File: config.mk
export PLATFORM = sky130hd
export DESIGN_NAME = move_request_gen
export DESIGN_NICKNAME = d
export VERILOG_FILES = /design/src/rtl/move_request_gen.sv
export SDC_FILE = /design/constraint.sdc
export NUM_CORES = 1
export LEC_CHECK = 0
export CAP_MARGIN = 20
export CORE_MARGIN = 3
export CORE_UTILIZATION = 40
export DETAILED_ROUTE_END_ITERATION = 8
export SYNTH_ARGS = -nofsm -noshare
export SYNTH_HDL_FRONTEND = slang
export SYNTH_SLANG_ARGS = --single-unit
File: constraint.sdc
create_clock -name clk -period 5.1 [get_ports clk]
set_input_delay 1.02 -clock clk [delete_from_list [all_inputs] [get_ports clk]]
set_output_delay 1.02 -clock clk [all_outputs]
set_load 0.005 [all_outputs]
File: src/rtl/move_request_gen.sv
// Push-button front end for the 2048 core: synchronizes and debounces KEY[3:0]
// and issues one held one-hot move request per physical press.
module move_request_gen #(
    parameter int DEBOUNCE_CYCLES = 250000,
    parameter int CNT_W           = 16
) (
    input  logic             clk,
    input  logic             rst,
    input  logic [3:0]       keys_n,
    input  logic             move_ack,
    output logic [3:0]       move_dir,
    output logic             move_valid,
    output logic             multi_err,
    output logic [CNT_W-1:0] move_count
);

    localparam int DB_W = (DEBOUNCE_CYCLES > 2) ? $clog2(DEBOUNCE_CYCLES) : 1;
    localparam logic [DB_W-1:0] DB_MAX = DB_W'(DEBOUNCE_CYCLES - 1);

    typedef enum logic [1:0] {
        S_IDLE     = 2'd0,
        S_REQ      = 2'd1,
        S_WAIT_REL = 2'd2
    } state_t;

    logic [3:0]       r_sync1;
    logic [3:0]       r_sync2;
    logic [3:0]       r_deb;
    logic [DB_W-1:0]  r_stable_cnt;
    state_t           r_state;
    logic [3:0]       r_dir;
    logic             r_valid;
    logic             r_err;
    logic [CNT_W-1:0] r_cnt;

    state_t           w_next;
    logic [3:0]       w_dir_d;
    logic             w_valid_d;
    logic             w_err_d;
    logic [CNT_W-1:0] w_cnt_d;
    logic             w_any;
    logic             w_onehot;

    // r_sync1 is the sample about to enter r_sync2, so a mismatch between
    // the two is exactly a change of the synchronized vector.
    always_ff @(posedge clk or posedge rst) begin
        if (rst) begin
            r_sync1      <= 4'b0000;
            r_sync2      <= 4'b0000;
            r_deb        <= 4'b0000;
            r_stable_cnt <= '0;
        end else begin
            r_sync1 <= ~keys_n;
            r_sync2 <= r_sync1;
            if (r_sync1 != r_sync2) begin
                r_stable_cnt <= '0;
            end else if (r_stable_cnt != DB_MAX) begin
                r_stable_cnt <= r_stable_cnt + DB_W'(1);
            end
            if (r_stable_cnt == DB_MAX && r_sync2 != r_deb) begin
                r_deb <= r_sync2;
            end
        end
    end

    assign w_any    = (r_deb != 4'b0000);
    assign w_onehot = w_any && ((r_deb & (r_deb - 4'd1)) == 4'b0000);

    always_ff @(posedge clk or posedge rst) begin
        if (rst) begin
            r_state <= S_IDLE;
            r_dir   <= 4'b0000;
            r_valid <= 1'b0;
            r_err   <= 1'b0;
            r_cnt   <= '0;
        end else begin
            r_state <= w_next;
            r_dir   <= w_dir_d;
            r_valid <= w_valid_d;
            r_err   <= w_err_d;
            r_cnt   <= w_cnt_d;
        end
    end

    always_comb begin
        w_next    = r_state;
        w_dir_d   = r_dir;
        w_valid_d = r_valid;
        w_err_d   = 1'b0;
        w_cnt_d   = r_cnt;
        case (r_state)
            S_IDLE: begin
                if (w_onehot) begin
                    w_dir_d   = r_deb;
                    w_valid_d = 1'b1;
                    w_next    = S_REQ;
                end else if (w_any) begin
                    w_err_d = 1'b1;
                    w_next  = S_WAIT_REL;
                end
            end
            S_REQ: begin
                if (move_ack) begin
                    w_dir_d   = 4'b0000;
                    w_valid_d = 1'b0;
                    if (r_cnt != {CNT_W{1'b1}}) begin
                        w_cnt_d = r_cnt + CNT_W'(1);
                    end
                    w_next = S_WAIT_REL;
                end
            end
            S_WAIT_REL: begin
                if (!w_any) begin
                    w_next = S_IDLE;
                end
            end
            default: begin
                w_dir_d   = 4'b0000;
                w_valid_d = 1'b0;
                w_next    = S_IDLE;
            end
        endcase
    end

    assign move_dir   = r_dir;
    assign move_valid = r_valid;
    assign multi_err  = r_err;
    assign move_count = r_cnt;

endmodule

==> results of run 1 <==
==> worst max-delay path: cells and delay by family <==
family	cells	cell delay, ps
XOR/XNOR	1	120
buffers and inverters	1	530
AND/OR/NAND/NOR	4	980
==> cell families (layout without fill, tap and decap cells) <==
group / Yosys count / count (layout) / share of synthesized area (%)
AO/OA/AOI/OAI: 29 / 29 / 6.79
XOR/XNOR: 30 / 30 / 10.3
adder cells (fa/ha/maj): 3 / 3 / 1.37
buffers and inverters: 17 / 48 / 2.54
flip-flops: 54 / 54 / 52.8
multiplexers: 7 / 7 / 3.18
AND/OR/NAND/NOR: 110 / 110 / 23.1
==> flip-flops by register name (all words and copies together), names as in the netlist <==
signal / cells
r_stable_cnt: 18
move_count: 16
move_dir: 4
r_deb: 4
r_sync1: 4
r_sync2: 4
r_state: 2
move_valid: 1
multi_err: 1
==> through the flow <==
stage	utilization [%]	std cells	area [um2]	setup slack, ps
floorplan	-	250	2560	2770
global placement	48.1	348	2920	2360
detailed placement	48.1	348	2920	2360
CTS	49.9	356	3020	2660
global route	49.9	356	3020	2510
finish	49.9	356	3020	2660
==> routing by layer <==
| metal | vias to the layer above | track usage [%] |
|---|---|---|
| met5 | - | 0 |
| met4 | 0 | 4.75 |
| met3 | 5 | 2.69 |
| met2 | 27 | 20.6 |
| met1 | 898 | 18.9 |
| li1 | 928 | - |
==> worst paths after layout <==
| check | start | endpoint | depth (start not counted) |
|---|---|---|---|
| setup / recovery | move_ack | move_count[14] | 6 |
| hold / removal | r_sync1[2] | r_sync2[2] | 0 |
| setup reg to reg | r_stable_cnt[4] | r_stable_cnt[3] | 5 |
| hold reg to reg | r_sync1[2] | r_sync2[2] | 0 |
| max in group asynchronous | rst | move_count[14] | 3 |
| min in group asynchronous | rst | r_stable_cnt[16] | 3 |
==> power groups by stage <==
stage               Clock [W]  Sequential (W)  Combinational [W]
detailed placement          0        0.000443          0.0000219
global placement            0        0.000443          0.0000219
finish               0.000279        0.000434          0.0000207
CTS                  0.000293        0.000434          0.0000220
floorplan                   0        0.000442          0.0000123
global route         0.000307        0.000435          0.0000243
==> layout make-up <==
| cell class | instances | area share, % |
|---|---|---|
| Inverter | 11 | 1.37 |
| Tap cell | 75 | 3.10 |
| Sequential cell | 54 | 44.7 |
| Timing Repair Buffer | 29 | 9.52 |
| Clock inverter | 1 | 0.993 |
| Clock buffer | 7 | 2.52 |
| Multi-Input combinational cell | 179 | 37.8 |
==> cell usage after synthesis (2+ instances only) <==
| cell | number |
|---|---|
| sky130_fd_sc_hd__clkbuf_1 | 5 |
| sky130_fd_sc_hd__inv_1 | 11 |
| sky130_fd_sc_hd__nor2_1 | 32 |
| sky130_fd_sc_hd__nand3_1 | 14 |
| sky130_fd_sc_hd__ha_1 | 2 |
| sky130_fd_sc_hd__nand2_1 | 20 |
| sky130_fd_sc_hd__nand4_1 | 7 |
| sky130_fd_sc_hd__nand2b_1 | 2 |
| sky130_fd_sc_hd__nor3_1 | 7 |
| sky130_fd_sc_hd__mux2_2 | 5 |
| sky130_fd_sc_hd__dfrtp_1 | 54 |
| sky130_fd_sc_hd__a22o_1 | 2 |
| sky130_fd_sc_hd__a21oi_1 | 8 |
| sky130_fd_sc_hd__nor2_2 | 2 |
| sky130_fd_sc_hd__or3_1 | 5 |
| sky130_fd_sc_hd__nor4bb_1 | 2 |
| sky130_fd_sc_hd__and3_1 | 3 |
| sky130_fd_sc_hd__o21ai_0 | 12 |
| sky130_fd_sc_hd__xor2_1 | 16 |
| sky130_fd_sc_hd__and4_1 | 3 |
| sky130_fd_sc_hd__nor4_1 | 3 |
| sky130_fd_sc_hd__a21o_1 | 2 |
| sky130_fd_sc_hd__xnor2_1 | 14 |
==> results.env, run 1 <==
INSERTEDDIODECOUNT=0
DETAILED_PLACEMENT_WIRELENGTH_ESTIMATE_UM=3200
CAP_VIOLATIONS=0
DETAIL_ROUTE.DRC_VIOLATIONS=0
MULTI_INPUT_COMB_AREA_UM2=1140
PIN_COUNT_OF_THE_BIGGEST_NET_ENTERING_GLOBAL_ROUTING=55
ROUTED_WIRE_LENGTH_PER_INSTANCE_UM=13.0
CRITICALPATHCATEGORY='input pin to register'
CP_CELL_SEQUENCE='clkdlybuf4s50_1 > and3b_1 > nand2b_1 > or4_4 > nor2_1 > xnor2_1'
SLOWEST_DELAY_PS=530
GRT_PASS1_WL_UM=8020
IR_WORST_VDD_mV=0.114
ROUTE.FINAL.WIRE_LENGTH_UM=4630
SYNTH_SEQUENTIAL_AREA_RATIO_PCT=52.8
POWER_REPORT.INTERNAL_TOTAL_W=0.000586
NETLIST_INSTANCES=250
HEIGHT_OF_THE_DIE_UM=86
MOSTFREQUENTLAYOUTCELL='sky130_fd_sc_hd__dfrtp_1'
HOLDBUFCOUNTCTS=0
HORIZONTAL_EXTENT_OF_THE_DIE_UM=86
MAPPEDNETLISTNETS=259
RUN_STATUS='finished clean'
POWER_SWITCHING_W=0.000148
NUMBER_OF_GLOBAL_ROUTE_VIAS_BEFORE_REPAIR=1725
POWER_FRAC_CLOCK_PCT=38.0
POWER.DENSITY_nW_PER_UM2=243
SYNTH-SEQ-CELLS=54
FP.COREAREA_UM2=6060
YOSYSWARNINGCOUNT=0
STATIC_LEAKAGE_nW=1.32
MOST-COMMON-LAYOUT-CELLS='sky130_fd_sc_hd__dfrtp_1, sky130_fd_sc_hd__nor2_1, sky130_fd_sc_hd__clkdlybuf4s50_1'
IO_PINS=29
SEQCELLAREA_UM2=1350
SETUP-TNS-FINAL_PS=0
MAX_TRANSITION_VIOLS_FINAL=0
CTS-RESIZED-GATES=0
DRIVE_GT1_SHARE_PCT=7.47
REMAINING_GLOBAL_ROUTE_OVERFLOW=0
INSERTION_DELAY_PS=300
P_TOTAL_W=0.000734
FP.DIEAREA_UM2=7400
SYNTHESIS.AREA_UM2=2560
HOLD_VIOL_FINAL=0
TIGHTESTPINTRANSITION_PS=818
SYN2LAYOUT_AREA_GROWTH_PCT=18.1
ASYNCSETRESETFLOPFRACSYNTH_PCT=100
MAX_SLEW_MARGIN_PCT=45.3
CLKSLEWWORSTSETUPHOLDPATHS_PS=90
SYNTH_AREA_LEADER_CELL='sky130_fd_sc_hd__dfrtp_1'
POST-CTS-SETUP-BUFFER-COUNT=0
GRT_USE_TOTAL_PCT=13.4
BUFFER_PORTS.INSERTED=28
CRIT_PATH_START_KIND='input pin'
COMB_POWER_SHARE_PCT=2.8
POWER_FRAC_SEQ_PCT=59.2
VIAS=1858
DRT-MET1-WL_UM=2300
UNREPAIRED_SETUP_ENDPOINTS_AFTER_GLOBAL_ROUTING='false'
CTS_INSERTED_BUFFERS=5
INITIAL_CORE_UTILIZATION_PCT=42.2
CTS_MAX_LEVEL=2
FIN_HOLD_WS_PS=391
WL_MET2_UM=2120
PERIOD_NEEDED_PS=2440
SYNTH_CELL_TYPE_COUNT=42
ANTENNA_VIOLATING_NETS_POST_ROUTE=0
ROUTED_VIAS_INST=5.22
FINAL_CYCLE_UTILIZATION_OF_THE_CRITICAL_PATH_PCT=47.9
SLOWEST_STAGE='sky130_fd_sc_hd__clkdlybuf4s50_1'
MOST_USED_FLIP_FLOP_CELL_AFTER_SYNTHESIS='sky130_fd_sc_hd__dfrtp_1'
END_KIND='register'
AVG_CELL_AREA_SYN_UM2=10.2
NETLIST_TOP_CELLS_AREA='sky130_fd_sc_hd__dfrtp_1, sky130_fd_sc_hd__xor2_1, sky130_fd_sc_hd__xnor2_1, sky130_fd_sc_hd__nor2_1, sky130_fd_sc_hd__nand2_1'
FINAL_NET_COUNT=289
CTS.SINK_COUNT=54
TIMING.CRITICAL_PATH.ARRIVAL_PS=2660
REQUIRED_PS=5320
ROW_COUNT=28
GP_ROUTABILITY_CONGESTION=0.813
DR.PASS1.ITERS=4
MET3ROUTEDLENGTH_UM=145
FMAX_GHz=0.410
REG2REG_SLACK_PS=3300
COUNT_OF_FLIP_FLOPS_WITH_A_BUILT_IN_ENABLE_AFTER_SYNTHESIS=0
ANTENNA_FOUND_INITIAL=0
CTS_MAX_PATH_BUFFERS=2
FINAL.FILL_COUNT=558
DRT_ITER0_MARKERS=130
WORSTPATHMAXFANOUT=5
TRITONCTS_CLOCK_TREE='done'
YOSYSTOPAREACELLSHARE_PCT=52.8
CTSROOTBUFFERMASTER='sky130_fd_sc_hd__clkbuf_8'
ROUTED.TOP_LAYER='met4'
SETUP_VIOL=0
FINALCLOCKSKEW_PS=8.86
HOLD_PATH.CLASS='register to register'
P_SW_SHARE_PCT=20.1
Note: power is estimated with default switching activity, not from simulation.
==> inputs of run 2 (changes only) <==
==> constraint.sdc (replaced) <==
create_clock -name clk -period 2.3 [get_ports clk]
set_input_delay 0.46 -clock clk [delete_from_list [all_inputs] [get_ports clk]]
set_output_delay 0.46 -clock clk [all_outputs]
set_load 0.005 [all_outputs]
==> results.env, run 2 (synthesized netlist as in run 1, its figures left out) <==
GP_ROUTABILITY_CONGESTION=0.819  # was 0.813
ROW_COUNT=28  # unchanged
FIN_HOLD_WS_PS=401  # was 391 ps
CTS.SINK_COUNT=54  # unchanged
ANTENNA_FOUND_INITIAL=0  # unchanged
SETUP_VIOL=0  # unchanged
GRT_USE_TOTAL_PCT=14.0  # was 13.4%
CAP_VIOLATIONS=0  # unchanged
POWER_FRAC_SEQ_PCT=62.1  # was 59.2%
DRIVE_GT1_SHARE_PCT=8.80  # was 7.47%
CTSROOTBUFFERMASTER='sky130_fd_sc_hd__clkbuf_8'  # unchanged
MULTI_INPUT_COMB_AREA_UM2=1140  # unchanged
INSERTION_DELAY_PS=300  # about the same
WORSTREG2REGSTART='r_stable_cnt[4]'  # unchanged
POWER.DENSITY_nW_PER_UM2=509  # was 243 nW/um2
NUMBER_OF_GLOBAL_ROUTE_VIAS_BEFORE_REPAIR=1741  # was 1725
FINAL_CYCLE_UTILIZATION_OF_THE_CRITICAL_PATH_PCT=80.3
SYN2LAYOUT_AREA_GROWTH_PCT=18.9  # was 18.1%
MAX_SLEW_MARGIN_PCT=61.3  # was 45.3%
FP.DIEAREA_UM2=7400  # unchanged
POWER_FRAC_CLOCK_PCT=34.5  # was 38.0%
SETUP-TNS-FINAL_PS=0  # unchanged
CTS_MAX_PATH_BUFFERS=2  # unchanged
PERIOD_NEEDED_PS=1850
INSERTEDDIODECOUNT=0  # unchanged
TRITONCTS_CLOCK_TREE='done'  # unchanged
ROUTE.FINAL.WIRE_LENGTH_UM=4760  # was 4630 um
MOSTFREQUENTLAYOUTCELL='sky130_fd_sc_hd__dfrtp_1'  # unchanged
PLACE.DETAILED.INSTANCES=351  # was 348
HOLD_PATH_DEPTH=0  # unchanged
VIAS=1848  # was 1858
WORST_HOLD_STARTPOINT='r_sync1[3]'  # was r_sync1[2]
FINALCLOCKSKEW_PS=3.32  # was 8.86 ps
DRT_ITER0_MARKERS=114  # was 130
DETAIL_ROUTE.DRC_VIOLATIONS=0  # unchanged
FMAX_GHz=0.542
INITIAL_CORE_UTILIZATION_PCT=42.2  # unchanged
FINAL_NET_COUNT=292  # was 289
CRITICALPATHCATEGORY='input pin to register'  # unchanged
REG2REG_SLACK_PS=460  # was 3300 ps
CLKSLEWWORSTSETUPHOLDPATHS_PS=90  # about the same
DR.PASS1.ITERS=4  # unchanged
GRT_PASS1_WL_UM=8350  # was 8020 um
ROUTED_VIAS_INST=5.15  # was 5.22
CTS_MAX_LEVEL=2  # unchanged
MAX_TRANSITION_VIOLS_FINAL=0  # unchanged
ROUTED_WIRE_LENGTH_PER_INSTANCE_UM=13.2  # was 13.0 um
BUFFER_PORTS.INSERTED=28  # unchanged
TIGHTESTPINTRANSITION_PS=575  # was 818 ps
HEIGHT_OF_THE_DIE_UM=86  # unchanged
CRIT-REG2REG-CAPTURE='r_deb[1]'  # was r_stable_cnt[3]
HOLDPATHEND='r_sync2[3]'  # was r_sync2[2]
MOST-COMMON-LAYOUT-CELLS='sky130_fd_sc_hd__dfrtp_1, sky130_fd_sc_hd__nor2_1, sky130_fd_sc_hd__clkdlybuf4s50_1'  # unchanged
END_KIND='register'  # unchanged
P_SW_SHARE_PCT=21.1  # was 20.1%
IO_PINS=29  # unchanged
POWER_SWITCHING_W=0.000328  # was 0.000148 W
FINAL-INSTANCE-COUNT-EXCL-FILL=359  # was 356
HOLDBUFCOUNTCTS=0  # unchanged
SETUP_WS_PS=454  # was 2660 ps
IR_WORST_VDD_mV=0.351  # was 0.114 mV
TIMING.CRITICAL_PATH.ARRIVAL_PS=2080  # was 2660 ps
FP.COREAREA_UM2=6060  # unchanged
CTS_INSERTED_BUFFERS=5  # unchanged
DETAILED_PLACEMENT_WIRELENGTH_ESTIMATE_UM=3290  # was 3200 um
REMAINING_GLOBAL_ROUTE_OVERFLOW=0  # unchanged
PIN_COUNT_OF_THE_BIGGEST_NET_ENTERING_GLOBAL_ROUTING=55  # unchanged
POWER_REPORT.INTERNAL_TOTAL_W=0.00122  # was 0.000586 W
UNREPAIRED_SETUP_ENDPOINTS_AFTER_GLOBAL_ROUTING='false'  # unchanged
STATIC_LEAKAGE_nW=1.33  # was 1.32 nW
HORIZONTAL_EXTENT_OF_THE_DIE_UM=86  # unchanged
LARGEST_REGISTER_FF_COUNT=18  # unchanged
ANTENNA_VIOLATING_NETS_POST_ROUTE=0  # unchanged
CRIT_PATH_START_KIND='input pin'  # unchanged
POST-CTS-SETUP-BUFFER-COUNT=0  # unchanged
PRE_CTS_SLACK_PS=171  # was 2360 ps
WORSTPATHMAXFANOUT=5  # unchanged
COMB_POWER_SHARE_PCT=3.3  # was 2.8%
CTS-RESIZED-GATES=0  # unchanged
REQUIRED_PS=2530  # was 5320 ps
MAX_FLOP_REGISTER='r_stable_cnt'  # unchanged
FINAL.FILL_COUNT=577  # was 558
SEQCELLAREA_UM2=1350  # unchanged
HOLD_PATH.CLASS='register to register'  # unchanged
HOLD_VIOL_FINAL=0  # unchanged
RUN_STATUS='finished clean'  # unchanged
TIMING.REG2REG.WORST_PATH_DEPTH=4  # was 5
## run 2: changes by cell type in the layout (fill, tap and decap cells not counted)
cell	change
sky130_fd_sc_hd__buf_4	+2
sky130_fd_sc_hd__clkbuf_1	-1
sky130_fd_sc_hd__clkinv_2	+1
sky130_fd_sc_hd__buf_12	+1
sky130_fd_sc_hd__bufinv_16	-1
sky130_fd_sc_hd__clkbuf_8	+1
## run 2: worst max-delay path by stage
stage	from	endpoint	slack [ps]
2_1_floorplan	rst	move_count[0]	530
3_3_place_gp	move_ack	move_count[14]	180
3_5_place_dp	move_ack	move_count[14]	170
4_1_cts	r_stable_cnt[4]	r_stable_cnt[3]	470
5_1_grt	r_stable_cnt[4]	r_deb[1]	240
6_report	move_ack	move_count[14]	450
## run 2: final cells by class
cell class / count / area share [%]
Clock inverter: 1 / 0.164
Sequential cell: 54 / 44.4
Inverter: 11 / 1.36
Clock buffer: 7 / 2.84
Tap cell: 75 / 3.08
Multi-Input combinational cell: 179 / 37.6
Timing Repair Buffer: 32 / 10.6
## run 2: metal layers
| layer | part of all wire, % | GRT usage, % | up-vias | routed length [um] |
|---|---|---|---|---|
| li1 | - | - | 932 | - |
| met1 | 50 | 20.5 | 885 | 2400 |
| met2 | 45 | 20.7 | 24 | 2150 |
| met3 | 2.9 | 2.88 | 7 | 136 |
| met4 | 1.5 | 4.75 | 0 | 70 |
| met5 | 0 | 0 | - | 0 |
## run 2: critical path, cell delays in order
cell and delay [ps]:
sky130_fd_sc_hd__clkdlybuf4s50_1 470, sky130_fd_sc_hd__and3b_1 290, sky130_fd_sc_hd__nand2b_1 130, sky130_fd_sc_hd__or4_4 460, sky130_fd_sc_hd__nor2_1 130, sky130_fd_sc_hd__xnor2_1 130
## run 2: power by group through the flow
| stage | clock network (W) | registers, W | logic (W) |
|---|---|---|---|
| 6_report | 0.000535 | 0.000963 | 0.0000519 |
| 4_1_cts | 0.000562 | 0.000963 | 0.0000545 |
| 2_1_floorplan | 0 | 0.000980 | 0.0000273 |
| 3_5_place_dp | 0 | 0.000982 | 0.0000544 |
| 5_1_grt | 0.000604 | 0.000964 | 0.0000603 |
| 3_3_place_gp | 0 | 0.000982 | 0.0000542 |
## run 2: metrics by stage
stage	area [um2]	utilization, %	power, W
2_1_floorplan	2560	-	0.00101
3_3_place_gp	2950	48.7	0.00104
3_5_place_dp	2950	48.7	0.00104
4_1_cts	3040	50.2	0.00158
5_1_grt	3040	50.2	0.00163
6_report	3040	50.2	0.00155
==> inputs of run 3 (changes only) <==
==> constraint.sdc (replaced) <==
create_clock -name clk -period 1.7 [get_ports clk]
set_input_delay 0.34 -clock clk [delete_from_list [all_inputs] [get_ports clk]]
set_output_delay 0.34 -clock clk [all_outputs]
set_load 0.005 [all_outputs]
==> results.env, run 3 (synthesized netlist as in run 1, its figures left out) <==
RUN_STATUS='finished clean'  # unchanged
STATIC_LEAKAGE_nW=1.61  # was 1.33 nW
FINAL_CYCLE_UTILIZATION_OF_THE_CRITICAL_PATH_PCT=98.2
CAP_VIOLATIONS=0  # unchanged
TIMING.REG2REG.WORST_PATH_DEPTH=6  # was 4
FIN_HOLD_WS_PS=350  # was 401 ps
MET1_GRT_UTIL_PCT=21.1  # was 20.5%
UNREPAIRED_SETUP_ENDPOINTS_AFTER_GLOBAL_ROUTING='true'  # was false
MOSTFREQUENTLAYOUTCELL='sky130_fd_sc_hd__dfrtp_1'  # unchanged
COMB_POWER_SHARE_PCT=3.4  # was 3.3%
INSERTION_DELAY_PS=310  # was 300 ps
DETAILED_PLACEMENT_WIRELENGTH_ESTIMATE_UM=3790  # was 3290 um
NUMBER_OF_GLOBAL_ROUTE_VIAS_BEFORE_REPAIR=1988  # was 1741
HOLD_PATH_DEPTH=3  # was 0
INSERTEDDIODECOUNT=0  # unchanged
TIGHTESTPINTRANSITION_PS=363  # was 575 ps
HOLD_PATH.CLASS='input pin to register'  # was register to register
ROW_COUNT=28  # unchanged
TIMING.CRITICAL_PATH.ARRIVAL_PS=1900  # was 2080 ps
CTSROOTBUFFERMASTER='sky130_fd_sc_hd__clkbuf_8'  # unchanged
POWER.DENSITY_nW_PER_UM2=609  # was 509 nW/um2
GP_ROUTABILITY_CONGESTION=0.816  # was 0.819
MAX_SLEW_MARGIN_PCT=75.6  # was 61.3%
GR-MAX-USAGE-LAYER='met2'  # unchanged
MET2_ROUTING_RESOURCE_USAGE_AFTER_GLOBAL_ROUTING_PCT=24.2  # was 20.7%
GRT_USE_TOTAL_PCT=15.3  # was 14.0%
BUFFER_PORTS.INSERTED=28  # unchanged
P_SW_SHARE_PCT=22.0  # was 21.1%
REMAINING_GLOBAL_ROUTE_OVERFLOW=0  # unchanged
FP.COREAREA_UM2=6060  # unchanged
CTS_MAX_LEVEL=2  # unchanged
POWER_FRAC_CLOCK_PCT=35.2  # was 34.5%
DETAIL_ROUTE.DRC_VIOLATIONS=0  # unchanged
MOST-COMMON-LAYOUT-CELLS='sky130_fd_sc_hd__dfrtp_1, sky130_fd_sc_hd__buf_4, sky130_fd_sc_hd__nor2_1'  # was sky130_fd_sc_hd__dfrtp_1, sky130_fd_sc_hd__nor2_1, sky130_fd_sc_hd__clkdlybuf4s50_1
CRITICALPATHCATEGORY='register to register'  # was input pin to register
ROUTED_VIAS_INST=5.07  # was 5.15
POSTLAYOUTCOREUTIL_PCT=57.5  # was 50.2%
CTS_INSERTED_BUFFERS=5  # unchanged
PERIOD_NEEDED_PS=1670
FP.DIEAREA_UM2=7400  # unchanged
GLOBALROUTEMET3UTIL_PCT=3.46  # was 2.88%
IR_WORST_VDD_mV=0.298  # was 0.351 mV
DRT_ITER0_MARKERS=138  # was 114
POWER_SWITCHING_W=0.000466  # was 0.000328 W
DR.PASS1.ITERS=4  # unchanged
POWER_FRAC_SEQ_PCT=61.4  # was 62.1%
END_KIND='register'  # unchanged
TRITONCTS_CLOCK_TREE='done'  # unchanged
SYN2LAYOUT_AREA_GROWTH_PCT=36.0  # was 18.9%
LARGEST_REGISTER_FF_COUNT=18  # unchanged
GRT_PASS1_WL_UM=9140  # was 8350 um
HORIZONTAL_EXTENT_OF_THE_DIE_UM=86  # unchanged
CTS.SINK_COUNT=54  # unchanged
REQUIRED_PS=1930  # was 2530 ps
POWER_REPORT.INTERNAL_TOTAL_W=0.00165  # was 0.00122 W
CTS_MAX_PATH_BUFFERS=2  # unchanged
ANTENNA_FOUND_INITIAL=0  # unchanged
IO_PINS=29  # unchanged
ROUTE.FINAL.WIRE_LENGTH_UM=5350  # was 4760 um
DRIVE_GT1_SHARE_PCT=24.3  # was 8.80%
CLKSLEWWORSTSETUPHOLDPATHS_PS=90  # about the same
CRIT_PATH_START_KIND='register'  # was input pin
INITIAL_CORE_UTILIZATION_PCT=42.2  # unchanged
ANTENNA_VIOLATING_NETS_POST_ROUTE=0  # unchanged
VIAS=2029  # was 1848
MAX_TRANSITION_VIOLS_FINAL=0  # unchanged
MAX_FLOP_REGISTER='r_stable_cnt'  # unchanged
FMAX_GHz=0.599
WORSTPATHMAXFANOUT=3  # was 5
HOLD_VIOL_FINAL=0  # unchanged
FINALCLOCKSKEW_PS=5.72  # was 3.32 ps
HEIGHT_OF_THE_DIE_UM=86  # unchanged
ROUTED_WIRE_LENGTH_PER_INSTANCE_UM=13.4  # was 13.2 um
SETUP_VIOL=0  # unchanged
PIN_COUNT_OF_THE_BIGGEST_NET_ENTERING_GLOBAL_ROUTING=55  # unchanged
FINAL_NET_COUNT=333  # was 292
==> run 3: cell count changes in the layout (fill, tap and decap cells not counted), moves of 3 or more <==
| cell | before | now |
|---|---|---|
| sky130_fd_sc_hd__mux2_2 | 5 | 0 |
| sky130_fd_sc_hd__buf_4 | 3 | 40 |
| sky130_fd_sc_hd__dlymetal6s2s_1 | 0 | 3 |
| sky130_fd_sc_hd__buf_6 | 0 | 3 |
| sky130_fd_sc_hd__clkdlybuf4s50_1 | 28 | 25 |
| sky130_fd_sc_hd__mux2_4 | 1 | 6 |
| sky130_fd_sc_hd__nor2_4 | 0 | 3 |
==> run 3: repair_timing <==
action / 4_1_cts / 5_1_grt
endpoints found under the setup margin: 3 / 24
pin swaps: 0 / 11
hold buffers: 0 / 0
buffers inserted: 0 / 8
gates resized for setup: 3 / 26
==> run 3: area by class of cell <==
cell class,count,area [um2]
fillers,537,2580
clock buffers,7,86.3
multi-input cells,179,1240
clock inverters,1,5.00
inverters,11,41.3
repair buffers,73,662
flip-flops and latches,54,1350
well taps,75,93.8
==> run 3: per-layer routing <==
metal,vias to the layer above,share of wire (%)
li1,1010,-
met1,990,48
met2,24,48
met3,5,2.8
met4,0,1.1
met5,-,0
==> run 3: critical path: stages, from the launching register on <==
cell and delay [ps]:
sky130_fd_sc_hd__dfrtp_1 380, sky130_fd_sc_hd__ha_2 200, sky130_fd_sc_hd__nand3_2 110, sky130_fd_sc_hd__nand2b_4 170, sky130_fd_sc_hd__or4_4 470, sky130_fd_sc_hd__nor2_4 130, sky130_fd_sc_hd__xor2_1 130
==> run 3: metrics by stage <==
step / instance area, um2 / std cells / power [W] / setup TNS, ps / worst slack [ps]
global placement: 3210 / 384 / 0.00140 / -2330 / -292
CTS: 3310 / 392 / 0.00215 / 0 / 12.3
global route: 3480 / 400 / 0.00221 / -383 / -55.4
finish: 3480 / 400 / 0.00212 / 0 / 30.6
floorplan: 2560 / 250 / 0.00136 / 0 / 45.4
detailed placement: 3210 / 384 / 0.00140 / -2870 / -346
==> run 3: final timing paths <==
path	startpoint	end	slack, ps
setup / recovery	move_count[1]	move_count[12]	30
hold / removal	move_ack	r_state[0]	350
setup reg to reg	move_count[1]	move_count[12]	30
hold reg to reg	r_sync1[2]	r_sync2[2]	400
max in group asynchronous	rst	r_stable_cnt[7]	1070
min in group asynchronous	rst	r_stable_cnt[14]	390
==> run 3: power groups by stage <==
stage                     clock network (W)  registers, W   logic, W
after floorplan                           0       0.00133  0.0000370
after global placement                    0       0.00133  0.0000755
after detailed placement                  0       0.00133  0.0000749
after CTS                          0.000775       0.00130  0.0000755
after global routing               0.000818       0.00131  0.0000838
final                              0.000746       0.00130  0.0000723
==> RTL edit 1, RTL diff (config.mk and constraints of run 2) <==
The 3 states of `state_t` get a one-hot encoding in 3 bits.
--- a/src/rtl/move_request_gen.sv
+++ b/src/rtl/move_request_gen.sv
@@ -17,10 +17,10 @@
     localparam int DB_W = (DEBOUNCE_CYCLES > 2) ? $clog2(DEBOUNCE_CYCLES) : 1;
     localparam logic [DB_W-1:0] DB_MAX = DB_W'(DEBOUNCE_CYCLES - 1);
 
-    typedef enum logic [1:0] {
-        S_IDLE     = 2'd0,
-        S_REQ      = 2'd1,
-        S_WAIT_REL = 2'd2
+    typedef enum logic [2:0] {
+        S_IDLE     = 3'b001,
+        S_REQ      = 3'b010,
+        S_WAIT_REL = 3'b100
     } state_t;
 
     logic [3:0]       r_sync1;
Formal check against the unedited RTL: same outputs for any inputs over 10 cycles, from zero or initial values and one cycle with rst high; not proved beyond that.
==> RTL edit 1 against run 2 <==
Non-clock buffer count shrank 1; area after synthesis increased by 6.0%; global-route usage grew 0.41 points; count of clock-buffer cells in the layout down 2; combinational power is 4.4% lower; sequential cell count rose by 1; design area increased by 4.6%; die area rose by 5.5%; setup slack got worse by 0.023 ns; highest routed layer unchanged; worst hold slack worse by 0.0019 ns; routed wire length rose by 5.0%; total power up 6.5%.
==> RTL edit 1: results (changes against run 2) <==
outcome - finished clean
DR iter-0 viols - 72 (-37%)
Synthesized Nets - 263 (+1.5%)
CTS-repair resized insts - 0 (unchanged)
sequential area share after synthesis - 50.8% (-2.0 points)
first-pass GRT wire length - 8980 µm (+7.5%)
post-CTS setup buffer count - 0 (unchanged)
1st-pass router iterations - 4 (unchanged)
arrival time worst endpoint - 2.06 ns (-0.02 ns)
# port buffers - 28 (unchanged)
Int Pwr - 1.31 mW (+7.5%)
combinational power - 0.0496 mW (-4.4%)
post-layout net count - 294 (+0.68%)
vias in the first global route - 1937 (+11%)
top post-synthesis cells by area - dfrtp_1 50%, xnor2_1 6.8%, mux2_2 2.9%
Post-synth top flop - dfrtp_1
clk pwr - 0.621 mW (+16%)
Post-synth ARST share - 100% (unchanged)
worst-case vdd ir drop - 0.300 mV (-15%)
Pleak - 1.31 nW (-1.6%)
top cells by count, synth - 54 x dfrtp_1, 21 x xnor2_1, 19 x nor2_1
CP max stage delay - 0.44 ns (-0.03 ns)
layout cells sized above 1 - 9.82% (+1.0 points)
via/cell ratio - 5.40 (+5.0%)
sequential cell power - 0.980 mW (+2%)
dpl hpwl - 3530 µm (+7.3%)
Worst path slowest cell - dfrtp_1
routability cong. - 0.778 (-5.0%)
WL/cell - 13.8 µm (+4.1%)
gr usage total - 14.5% (+0.41 points)
Longest Clk Path Bufs - 2 (unchanged)
Biggest register - r_stable_cnt
Root Buffer - clkbuf_8
worst skew pair latency - 0.30 ns (about the same)
Tightest Pin Transition - 0.514 ns (-0.0617 ns)
Inserted Clock Buffers - 5 (unchanged)
clk slew on worst S/H paths - 0.10 ns
initial antenna violation count - 0 (unchanged)
Largest register FFs - 18 (unchanged)
antenna cell count - 0 (unchanged)
H-tree levels - 2 (unchanged)
pre-CTS setup slack - 0.220 ns (+0.0489 ns)
yosys warns - 0 (unchanged)
Crit path max-delay family - simple AND/OR/NAND/NOR gates
Min-Delay Path Class - reg -> reg
number of distinct library cells after synthesis - 51 (+21%)
syn_area_per_cell - 10.7 µm² (+4.3%)
placed instance count - 355 (+1.1%)
worst clock skew - 0.00497 ns (+0.00165 ns)
largest net degree at the start of global routing - 33 (-40%)
Vias - 1956 (+5.8%)
worst-path fanout max - 5 (unchanged)
[RTL edit 1: changes by cell type after synthesis, sizes merged, moves of 4 or more]
cell    change
nand2       -5
o211ai      +4
xnor2       +7
buf         +4
xor2       -12
nor2       -14
[RTL edit 1: area by class of cell]
class	instances	area, µm²
fill	597	3280
sequential	55	1380
multi-input combinational	181	1250
timing repair buffer	31	315
tap	77	96.3
clock buffer	5	68.8
inverter	11	41.3
clock inverter	2	37.5
[RTL edit 1: kinds of logic (layout without fill, tap and decap cells)]
logic type                 Yosys count  count (layout)  share of synthesized area, %
and+or+nand+nor                    105             105                          23.4
buffers and inverters               18              49                          3.28
muxes                                8               8                          3.28
AOI/OAI and AO/OA                   41              41                          10.3
adders and majority gates            2               2                         0.922
xor gates and xnor gates            25              25                          8.07
DFF                                 55              55                          50.8
[RTL edit 1: worst paths after layout]
| check | depth (start not counted) | start | end | slack [ns] |
|---|---|---|---|---|
| worst max-delay path | 5 | move_count[0] | move_count[1] | 0.43 |
| worst min-delay path | 0 | r_sync1[2] | r_sync2[2] | 0.40 |
| worst max register to register | 5 | move_count[0] | move_count[1] | 0.43 |
| worst min register to register | 0 | r_sync1[2] | r_sync2[2] | 0.40 |
| max in group asynchronous | 3 | rst | r_stable_cnt[17] | 1.25 |
| min in group asynchronous | 2 | rst | move_valid | 0.50 |
[RTL edit 1: per-layer routing]
metal  global-route usage, %  routed length, µm
met1                    19.5               2470
met5                       0                  0
met4                    4.53                 58
met3                    4.00                155
met2                    22.6               2300
[RTL edit 1: per-stage QoR]
step	instance area, µm²	hold WS, ns	utilization (%)
after detailed placement	3080	0.381	47.6
final	3180	0.399	49.3
after floorplan	2710	0.373	-
after global routing	3180	0.419	49.3
after global placement	3080	0.376	47.6
after CTS	3180	0.403	49.3
==> RTL edit 2, RTL diff (settings of run 2) <==
Made on the original files. Change the parameter `DEBOUNCE_CYCLES` from 250000 to 125000.
--- a/src/rtl/move_request_gen.sv
+++ b/src/rtl/move_request_gen.sv
@@ -1,7 +1,7 @@
 // Push-button front end for the 2048 core: synchronizes and debounces KEY[3:0]
 // and issues one held one-hot move request per physical press.
 module move_request_gen #(
-    parameter int DEBOUNCE_CYCLES = 250000,
+    parameter int DEBOUNCE_CYCLES = 125000,
     parameter int CNT_W           = 16
 ) (
     input  logic             clk,
Function: no difference found for any inputs over 10 cycles, from zero or initial values and one cycle with rst high; that may be too few to reach the edited logic, so the function may still have changed.
==> RTL edit 2 against run 2 <==
Total power grew 0.63%; non-clock buffer count grew 1; sequential cell count decreased by 1; fmax up 1.5%; routed wire length rose by 3.2%; area after synthesis is 3.9% higher; design area up 2.8%; sequential power is 2% lower; setup slack improved by 0.027 ns; register-to-register slack gained 0.02 ns; critical path depth is 1 lower; clock skew rose by 0.0080 ns; worst hold slack improved by 0.0032 ns; largest power group unchanged.
==> RTL edit 2: results (changes against run 2) <==
WL/cell - 13.6 µm (+2.6%)
top post-synthesis cells by area - dfrtp_1 50%, xnor2_1 4.0%, xor2_1 4.0%
worst skew pair latency - 0.31 ns
post-layout net count - 292 (unchanged)
outcome - finished clean
worst-case vdd ir drop - 0.277 mV (-21%)
dpl hpwl - 3490 µm (+6.0%)
sequential area share after synthesis - 49.9% (-2.9 points)
Synthesized Nets - 263 (+1.5%)
Vias - 1907 (+3.2%)
initial antenna violation count - 0 (unchanged)
Pleak - 1.35 nW (+1.3%)
worst-path fanout max - 7 (+2)
Biggest register - r_stable_cnt
antenna cell count - 0 (unchanged)
Slew Viols, Final - 0 (unchanged)
gr usage total - 14.3% (+0.28 points)
Net Switching - 0.351 mW (+7.2%)
placed instance count - 353 (+0.57%)
syn_area_per_cell - 10.5 µm² (+2.3%)
Slew HR - 61.4% (+0.064 points)
Longest Clk Path Bufs - 2 (unchanged)
number of distinct library cells after synthesis - 52 (+24%)
arrival time worst endpoint - 2.06 ns (-0.02 ns)
yosys warns - 0 (unchanged)
H-tree levels - 2 (unchanged)
clk slew on worst S/H paths - 0.10 ns
Min-Delay Path Class - reg -> reg
1st-pass router iterations - 4 (unchanged)
first-pass GRT wire length - 8750 µm (+4.8%)
worst clock skew - 0.0113 ns (+0.00797 ns)
largest net degree at the start of global routing - 29 (-47%)
DR iter-0 viols - 44 (-61%)
top cells by count, synth - 53 x dfrtp_1, 26 x nor2_1, 14 x nand2_1
Root Buffer - clkbuf_8
Largest register FFs - 17 (-1)
Inserted Clock Buffers - 5 (unchanged)
layout cells sized above 1 - 12.3% (+3.5 points)
Post-synth ARST share - 100% (unchanged)
CTS-repair resized insts - 0 (unchanged)
routability cong. - 0.764 (-6.8%)
# port buffers - 28 (unchanged)
Post-synth top flop - dfrtp_1
post-CTS setup buffer count - 0 (unchanged)
via/cell ratio - 5.28 (+2.6%)
[RTL edit 2: cell types whose count changed after synthesis, sizes merged, moves of 3 or more]
cell / run 2 / this run
nand3b: 0 / 3
nand4: 8 / 11
xor2: 16 / 12
nor2: 34 / 26
nor4b: 0 / 4
nand2: 20 / 14
nand3: 14 / 10
or2: 0 / 3
nor4: 5 / 10
buf: 1 / 5
[RTL edit 2: routing by layer]
layer	routed length, µm	up-vias	GRT usage [%]
met5	0	-	0
met4	73	0	5.30
met3	164	8	3.39
met2	2230	24	22.6
met1	2440	913	19.2
li1	-	962	-
[RTL edit 2: critical path: stages, from the launching register on]
cell	delay [ns]
dfrtp_1	0.41
ha_1	0.31
nand4_1	0.22
or2_0	0.27
or4_1	0.40
a21oi_1	0.14
[RTL edit 2: worst paths after layout]
check,startpoint,end,slack (ns),cells past startpoint
max,r_stable_cnt[0],r_stable_cnt[16],0.48,5
min,r_sync1[1],r_sync2[1],0.40,0
max reg2reg,r_stable_cnt[0],r_stable_cnt[16],0.48,5
min reg2reg,r_sync1[1],r_sync2[1],0.40,0
max in group asynchronous,rst,move_count[4],1.25,3
min in group asynchronous,rst,r_sync2[0],0.51,2
[RTL edit 2: power groups by stage]
stage	clock (mW)	combinational [mW]	sequential [mW]
global route	0.629	0.0575	0.947
CTS	0.597	0.0527	0.945
finish	0.564	0.0501	0.945
detailed placement	0	0.0527	0.964
global placement	0	0.0524	0.964
floorplan	0	0.0272	0.962
[RTL edit 2: area by class of cell]
type	count	area, µm²
Multi-Input combinational cell	178	1230
Sequential cell	53	1330
Timing Repair Buffer	33	330
Clock buffer	6	82.6
Inverter	12	45.0
Fill cell	597	3260
Tap cell	77	96.3
Clock inverter	2	16.3
[RTL edit 2: cell families (layout without fill, tap and decap cells)]
family,count (synthesis),in the layout,synth area share (%)
AND/OR/NAND/NOR,107,107,24.5
XOR/XNOR,24,24,7.90
adder cells (fa/ha/maj),2,2,0.941
AO/OA/AOI/OAI,34,34,8.56
buffers and inverters,23,53,3.76
flip-flops,53,53,49.9
multiplexers,11,11,4.52
[RTL edit 2: through the flow]
step | hold slack (ns) | setup WS [ns] | cell area (µm²) | util (%)
6_report | 0.404 | 0.480 | 3130 | 49.0
5_1_grt | 0.418 | 0.349 | 3130 | 49.0
4_1_cts | 0.408 | 0.455 | 3130 | 49.0
3_5_place_dp | 0.384 | 0.170 | 3030 | 47.5
3_3_place_gp | 0.377 | 0.194 | 3030 | 47.5
2_1_floorplan | 0.373 | 0.554 | 2660 | -
